**config.mk**
```make
export PLATFORM = sky130hd
export DESIGN_NAME = bp_stall_counter_bank
export DESIGN_NICKNAME = d
export VERILOG_FILES = /design/src/rtl/bp_stall_counter_bank.sv
export SDC_FILE = /design/constraint.sdc
export NUM_CORES = 2
export LEC_CHECK = 0
export ABC_CLOCK_PERIOD_IN_PS = 27500
export CAP_MARGIN = 30
export CORE_ASPECT_RATIO = 1.5
export CORE_MARGIN = 4
export CORE_UTILIZATION = 40
export CTS_BUF_LIST = sky130_fd_sc_hd__clkbuf_16
export DETAILED_ROUTE_END_ITERATION = 10
export DONT_BUFFER_PORTS = 1
export PLACE_DENSITY = 0.61
export SLEW_MARGIN = 20
export SYNTH_ARGS = -nofsm -noshare
export SYNTH_HDL_FRONTEND = slang
export SYNTH_SLANG_ARGS = --single-unit
```
**constraint.sdc**
```tcl
create_clock -name clk_i -period 27.5 [get_ports clk_i]
set_input_delay 2.75 -clock clk_i [delete_from_list [all_inputs] [get_ports clk_i]]
set_output_delay 2.75 -clock clk_i [all_outputs]
set_load 0.02 [all_outputs]
```
**src/rtl/bp_stall_counter_bank.sv**
```systemverilog
// Per-cycle stall-reason histogram with instret and cycle counters.
// Counters are read through a single-outstanding valid/ready port with optional read-and-clear.
module bp_stall_counter_bank #(
  parameter int num_reasons_p = 24,
  parameter int cnt_width_p   = 32,
  parameter int addr_width_p  = 5
) (
  input  logic                    clk_i,
  input  logic                    reset_i,
  input  logic                    freeze_i,
  input  logic                    commit_v_i,
  input  logic [4:0]              stall_reason_i,
  input  logic                    clear_i,
  input  logic                    rd_v_i,
  input  logic [addr_width_p-1:0] rd_addr_i,
  input  logic                    rd_clear_i,
  output logic                    rd_ready_o,
  output logic                    rd_v_o,
  output logic [cnt_width_p-1:0]  rd_data_o,
  input  logic                    rd_yumi_i
);
  localparam int num_cnt_lp     = num_reasons_p + 2;
  localparam int instret_idx_lp = num_reasons_p;
  localparam int cycle_idx_lp   = num_reasons_p + 1;

  logic [cnt_width_p-1:0] r_cnt [num_cnt_lp];
  logic                   r_rd_v;
  logic [cnt_width_p-1:0] r_rd_data;

  logic                   w_accept;
  logic [num_cnt_lp-1:0]  w_inc;
  logic [num_cnt_lp-1:0]  w_rd_clr;
  logic [cnt_width_p-1:0] w_rd_val;

  assign rd_ready_o = ~reset_i & (~r_rd_v | rd_yumi_i);
  assign w_accept   = rd_v_i & rd_ready_o;
  assign rd_v_o     = r_rd_v;
  assign rd_data_o  = r_rd_data;

  always_comb begin
    w_inc = '0;
    w_inc[cycle_idx_lp]   = ~freeze_i;
    w_inc[instret_idx_lp] = ~freeze_i & commit_v_i;
    if (~freeze_i & ~commit_v_i) begin
      // Unencodable reasons are folded into the "unknown" bucket.
      if (int'(stall_reason_i) >= num_reasons_p) begin
        w_inc[0] = 1'b1;
      end else begin
        for (int k = 0; k < num_reasons_p; k++) begin
          if (int'(stall_reason_i) == k) w_inc[k] = 1'b1;
        end
      end
    end
  end

  always_comb begin
    w_rd_val = '0;
    w_rd_clr = '0;
    for (int k = 0; k < num_cnt_lp; k++) begin
      if (int'(rd_addr_i) == k) begin
        w_rd_val    = r_cnt[k];
        w_rd_clr[k] = w_accept & rd_clear_i;
      end
    end
  end

  always_ff @(posedge clk_i or posedge reset_i) begin
    if (reset_i) begin
      for (int k = 0; k < num_cnt_lp; k++) r_cnt[k] <= '0;
      r_rd_v    <= 1'b0;
      r_rd_data <= '0;
    end else begin
      // Global clear beats everything; read-and-clear lets a same-cycle increment land afterwards.
      for (int k = 0; k < num_cnt_lp; k++) begin
        if (clear_i)                            r_cnt[k] <= '0;
        else if (w_rd_clr[k])                   r_cnt[k] <= cnt_width_p'(w_inc[k]);
        else if (w_inc[k] && (r_cnt[k] != '1)) r_cnt[k] <= r_cnt[k] + cnt_width_p'(1);
      end
      if (w_accept) begin
        r_rd_v    <= 1'b1;
        r_rd_data <= w_rd_val;
      end else if (rd_yumi_i) begin
        r_rd_v    <= 1'b0;
      end
    end
  end
endmodule

```
### Word level (Yosys, flattened, before mapping)

Index checks and enable logic that the tools add are counted.

| cells by class | value |
|---|---|
| add/sub/neg operators | 26 |
| magnitude comparators | 1 |
| equality and inequality tests | 74 |
| multiplexer cells | 159 |
| bitwise logic cells | 10 |
| reduce and logical (&&, ||, !) cells | 55 |

Operators with widths:

| kind | number |
|---|---|
| two-way mux 32 bit | 104 |
| adder 32 x 1 -> 32 bit (second input constant) | 26 |
| inequality test 32 bit (second input constant) | 26 |
| == test 5 bit (second input constant) | 32 |
| nonzero test 3 bit | 26 |
| two-way mux 1 bit | 53 |
| == test 5 x 4 -> 1 bit (second input constant) | 10 |
| logical AND 1 bit | 26 |
| two-way mux 24 bit | 1 |
| two-way mux 23 bit | 1 |
| == test 5 x 3 -> 1 bit (second input constant) | 4 |
| == test 5 x 2 -> 1 bit (second input constant) | 2 |
| logical NOT 5 bit | 2 |
| bitwise AND 1 bit | 5 |
| greater-or-equal comparator 5 bit (second input constant) | 1 |
| inverter 1 bit | 4 |
| nonzero test 2 bit | 1 |
| OR 1 bit | 1 |

| word-level totals | value |
|---|---|
| register bits after elaboration | 865 |
| bits of input ports | 18 |
| output and inout bits | 34 |
| logic and storage cells | 353 |

### Depth between registers and ports, before layout

| depth | value |
|---|---|
| word-level depth | 27 |
| depth in mapped cells | 12 |

### Worst setup path before layout

No wires, ideal clock.

| timing path | value |
|---|---|
| kind | input-to-output |
| start point | input port rd_yumi_i |
| end point | output port rd_ready_o |
| arrival time | 3.070 ns |
| data required time | 24.750 ns |
| path slack | 21.680 ns |
| cell stages on the path | 2 |
| path buffers | 0 |
| cell sequence | nor2b_1 > nor2_1 |

| on the way | value |
|---|---|
| word-level cells in the longest chain between the ends | 2 |

Ends and longest elaborated chain:

| element | line | text |
|---|---|---|
| from (decl) | 20 | `input logic rd_yumi_i` |
| OR 1 bit | 35 | `assign rd_ready_o = ~reset_i & (~r_rd_v \| rd_yumi_i);` |
| bitwise AND 1 bit | 35 |  |
| to (decl) | 17 | `output logic rd_ready_o,` |

Every way passes these cells.

### Final worst setup path

Same ends and word-level chain as after synthesis.

==> flow_summary.json <==
{
  "synth_edf_count": 0,
  "p_comb_frac": 0.064,
  "swShare": 0.2679,
  "async_flop_share": 1.000,
  "yosys.cell_types.count": 100,
  "clock_power_share": 0.463,
  "die_x_um": 301.0,
  "start_kind": "primary input",
  "worstPathMaxFanout": 2,
  "cp.arrival_ns": 3.10,
  "cp_num_buf_inv": 0,
  "crit_chain": "nor2b_1 -> nor2_1",
  "grt_start_max_net_pins": 172,
  "gpl.final_weighted_congestion": 1.143,
  "overflow": 0,
  "synthToLayoutAreaGrowth_pct": 9.773,
  "final_cells": 7695,
  "dr_total_vias": 49720,
  "placed_cells_incl_taps": 7498,
  "ys.flop_type": "dfrtp_1",
  "synthDominantCellAreaShare": 0.4202,
  "ir_worst_vdd_mv": 0.05193,
  "status": "finished with violations",
  "layout.nets": 5939,
  "port_buffers": 0,
  "setup_viol": 0,
  "cts-root-buf": "clkbuf_16",
  "cap_violations": 0,
  "min_period_ns": 5.846,
  "drt_iter0_drc": 6615,
  "clock_latency_ns": 0.80,
  "synth_compound_area_frac": 0.1214,
  "top_usage_layer": "met2",
  "hold-worst-slack_ns": 0.5638,
  "grt_pass1_vias": 47510,
  "synth-seq-cells": 865,
  "final_common_cell": "nor2_1",
  "p_leak_uw": 0.02209,
  "power_density_nw_per_um2": 48.95,
  "synth_simple_gate_area_frac": 0.2875,
  "timing.final.ws_setup_ns": 21.65,
  "muxShareOfSynthArea": 0.02290,
  "path_depth": 2,
  "grtUsageMet2": 0.5448,
  "crit_family": "simple AND/OR/NAND/NOR gates",
  "rsz0062_at_grt": "false",
  "synthAdderAreaFrac": 0.006315,
  "ant_nets": 0,
  "avgSynthCellArea_um2": 8.620,
  "final.period_utilization": 0.2126,
  "drv_slew": 0,
  "syn_nets": 6020,
  "cts_hold_buf": 0,
  "worstHoldPathCells": 2,
  "sequentialPowerShare": 0.473,
  "route.detailed.drc": 5,
  "p_int_uw": 2027,
  "numCtsBuffers": 91,
  "initial_utilization": 0.4021,
  "setup_tns_ns": 0,
  "die_area_um2": 134700,
  "cp_slowest_stage_delay_ns": 0.30,
  "post_drt_wl_per_cell_um": 30.39,
  "fp-row-count": 161,
  "violations": "DRC",
  "hpwl_um": 172600,
  "fin_skew_ns": 0.05829,
  "grt_usage": 0.3432,
  "synth_area_um2": 51520,
  "first_pass_iters": 10,
  "synth_top_area_cell": "dfrtp_1",
  "cts.clk_slew.worst_paths_ns": 0.06,
  "ys_warn_count": 0,
  "clk_path_buf_depth": 3,
  "hold_viol": 0,
  "synth-xor-area-share": 0.1125,
  "fmax_ghz": 0.1711,
  "post_cts_buffers": 0,
  "critical_path_class": "in2out",
  "antenna_found_initial": 25,
  "critPathSlowestCell": "nor2_1",
  "synth_area_leaders": "dfrtp_1 (42%), nor2_1 (7.4%), xor2_1 (6.4%), xnor2_1 (4.8%), nand3_1 (3.5%)",
  "p_switching_uw": 741.5,
  "fin_util": 0.4414,
  "cp-end-kind": "primary output",
  "maxSlewHeadroom": 0.1395,
  "io_pins": 52,
  "grt_pass1_wl_um": 336900,
  "reg2reg_depth": 8,
  "gr-usage-met1": 0.3452,
  "required_ns": 24.75,
  "layout_common_cells": "nor2_1 (1016), dfrtp_1 (865), nand2_1 (467), xor2_1 (377), nand3_1 (362)",
  "synth_top_family_by_area": "simple AND/OR/NAND/NOR gates",
  "worst_pin_slew_ns": 1.291,
  "dp_slack_ns": 21.54,
  "cts_resized": 0,
  "syn_inst": 5976,
  "vias_per_cell": 6.461,
  "core_area_um2": 128100,
  "grt_use_met3": 0.1160,
  "drive_above_1_share": 0.06134,
  "dieHeight_um": 447.5,
  "wl_um": 233900,
  "yosysSeqAreaShare": 0.4202,
  "clock-sinks": 865,
  "htree_levels": 3,
  "cts_tree": "yes",
  "hold_path.class": "reg2reg"
}
==> Yosys cell counts, drive strengths merged, types with 15 or more instances <==
library cell and number:
o211ai 26, nor3b 17, clkbuf 190, nor2b 29, dfrtp 865, nand3 364, a22oi 46, mux2 25
and2 52, o22ai 97, and3 130, xnor2 285, o221ai 28, nor4 71, a31oi 33, nor3 198
nand2b 33, a211oi 19, a21oi 279, xor2 377, nor2 1023, a21o 16, or4 20, nand2 470
a2111oi 19, o21ai 244, ha 26, or2 21, mux2i 65, nand4 254, a22o 15, inv 102
a221oi 34, buf 83, and4 99, or3 133
==> final timing paths <==
kind | startpoint | endpoint | slack (ns)
worst max-delay path | rd_yumi_i | rd_ready_o | 21.65
worst min-delay path | r_cnt[552] | r_cnt[552] | 0.56
worst max register to register | rd_v_o | r_cnt[830] | 23.88
worst min register to register | r_cnt[552] | r_cnt[552] | 0.56
max in group asynchronous | reset_i | r_cnt[690] | 22.44
min in group asynchronous | reset_i | r_cnt[12] | 2.00
==> state kept, by name (all words and copies together) (netlist names) <==
name       cells
r_cnt        832
rd_data_o     32
rd_v_o         1
==> per-stage QoR <==
step	cell area [um^2]	power (uW)
finish	56550	2768
global route	56520	2833
CTS	56350	2767
detailed placement	53400	1495
global placement	53140	1490
floorplan	51520	1430
==> per-layer routing <==
| metal | share of wire | wire (um) | up-vias |
|---|---|---|---|
| li1 | - | - | 21290 |
| met1 | 0.32 | 75220 | 24310 |
| met5 | 0.0010 | 234 | - |
| met2 | 0.45 | 105100 | 2895 |
| met3 | 0.097 | 22580 | 1220 |
| met4 | 0.13 | 30740 | 8 |
==> cells by family (layout without fill, tap and decap cells) <==
logic type | count (synthesis) | count (layout)
other | 0 | 17
adder cells (fa/ha/maj) | 26 | 26
AO/OA/AOI/OAI | 982 | 982
multiplexers | 101 | 101
AND/OR/NAND/NOR | 2964 | 2964
buffers and inverters | 376 | 367
flip-flops | 865 | 865
XOR/XNOR | 662 | 662
==> power groups by stage <==
stage,clock (uW),sequential [uW],combinational (uW)
floorplan,0,1320,107
finish,1280,1310,176
CTS,1300,1310,164
global placement,0,1330,159
global route,1340,1310,181
detailed placement,0,1330,163
==> final cells by class <==
cell class | instances | area, um^2
well taps | 1711 | 2141
clock inverters | 71 | 598.1
repair buffers | 99 | 925.9
clock buffers | 94 | 2352
multi-input cells | 4735 | 28450
flip-flops and latches | 865 | 21650
diodes | 17 | 42.54
inverters | 103 | 394.1
fillers | 12750 | 71570
Note: power is estimated with default switching activity, not from simulation.
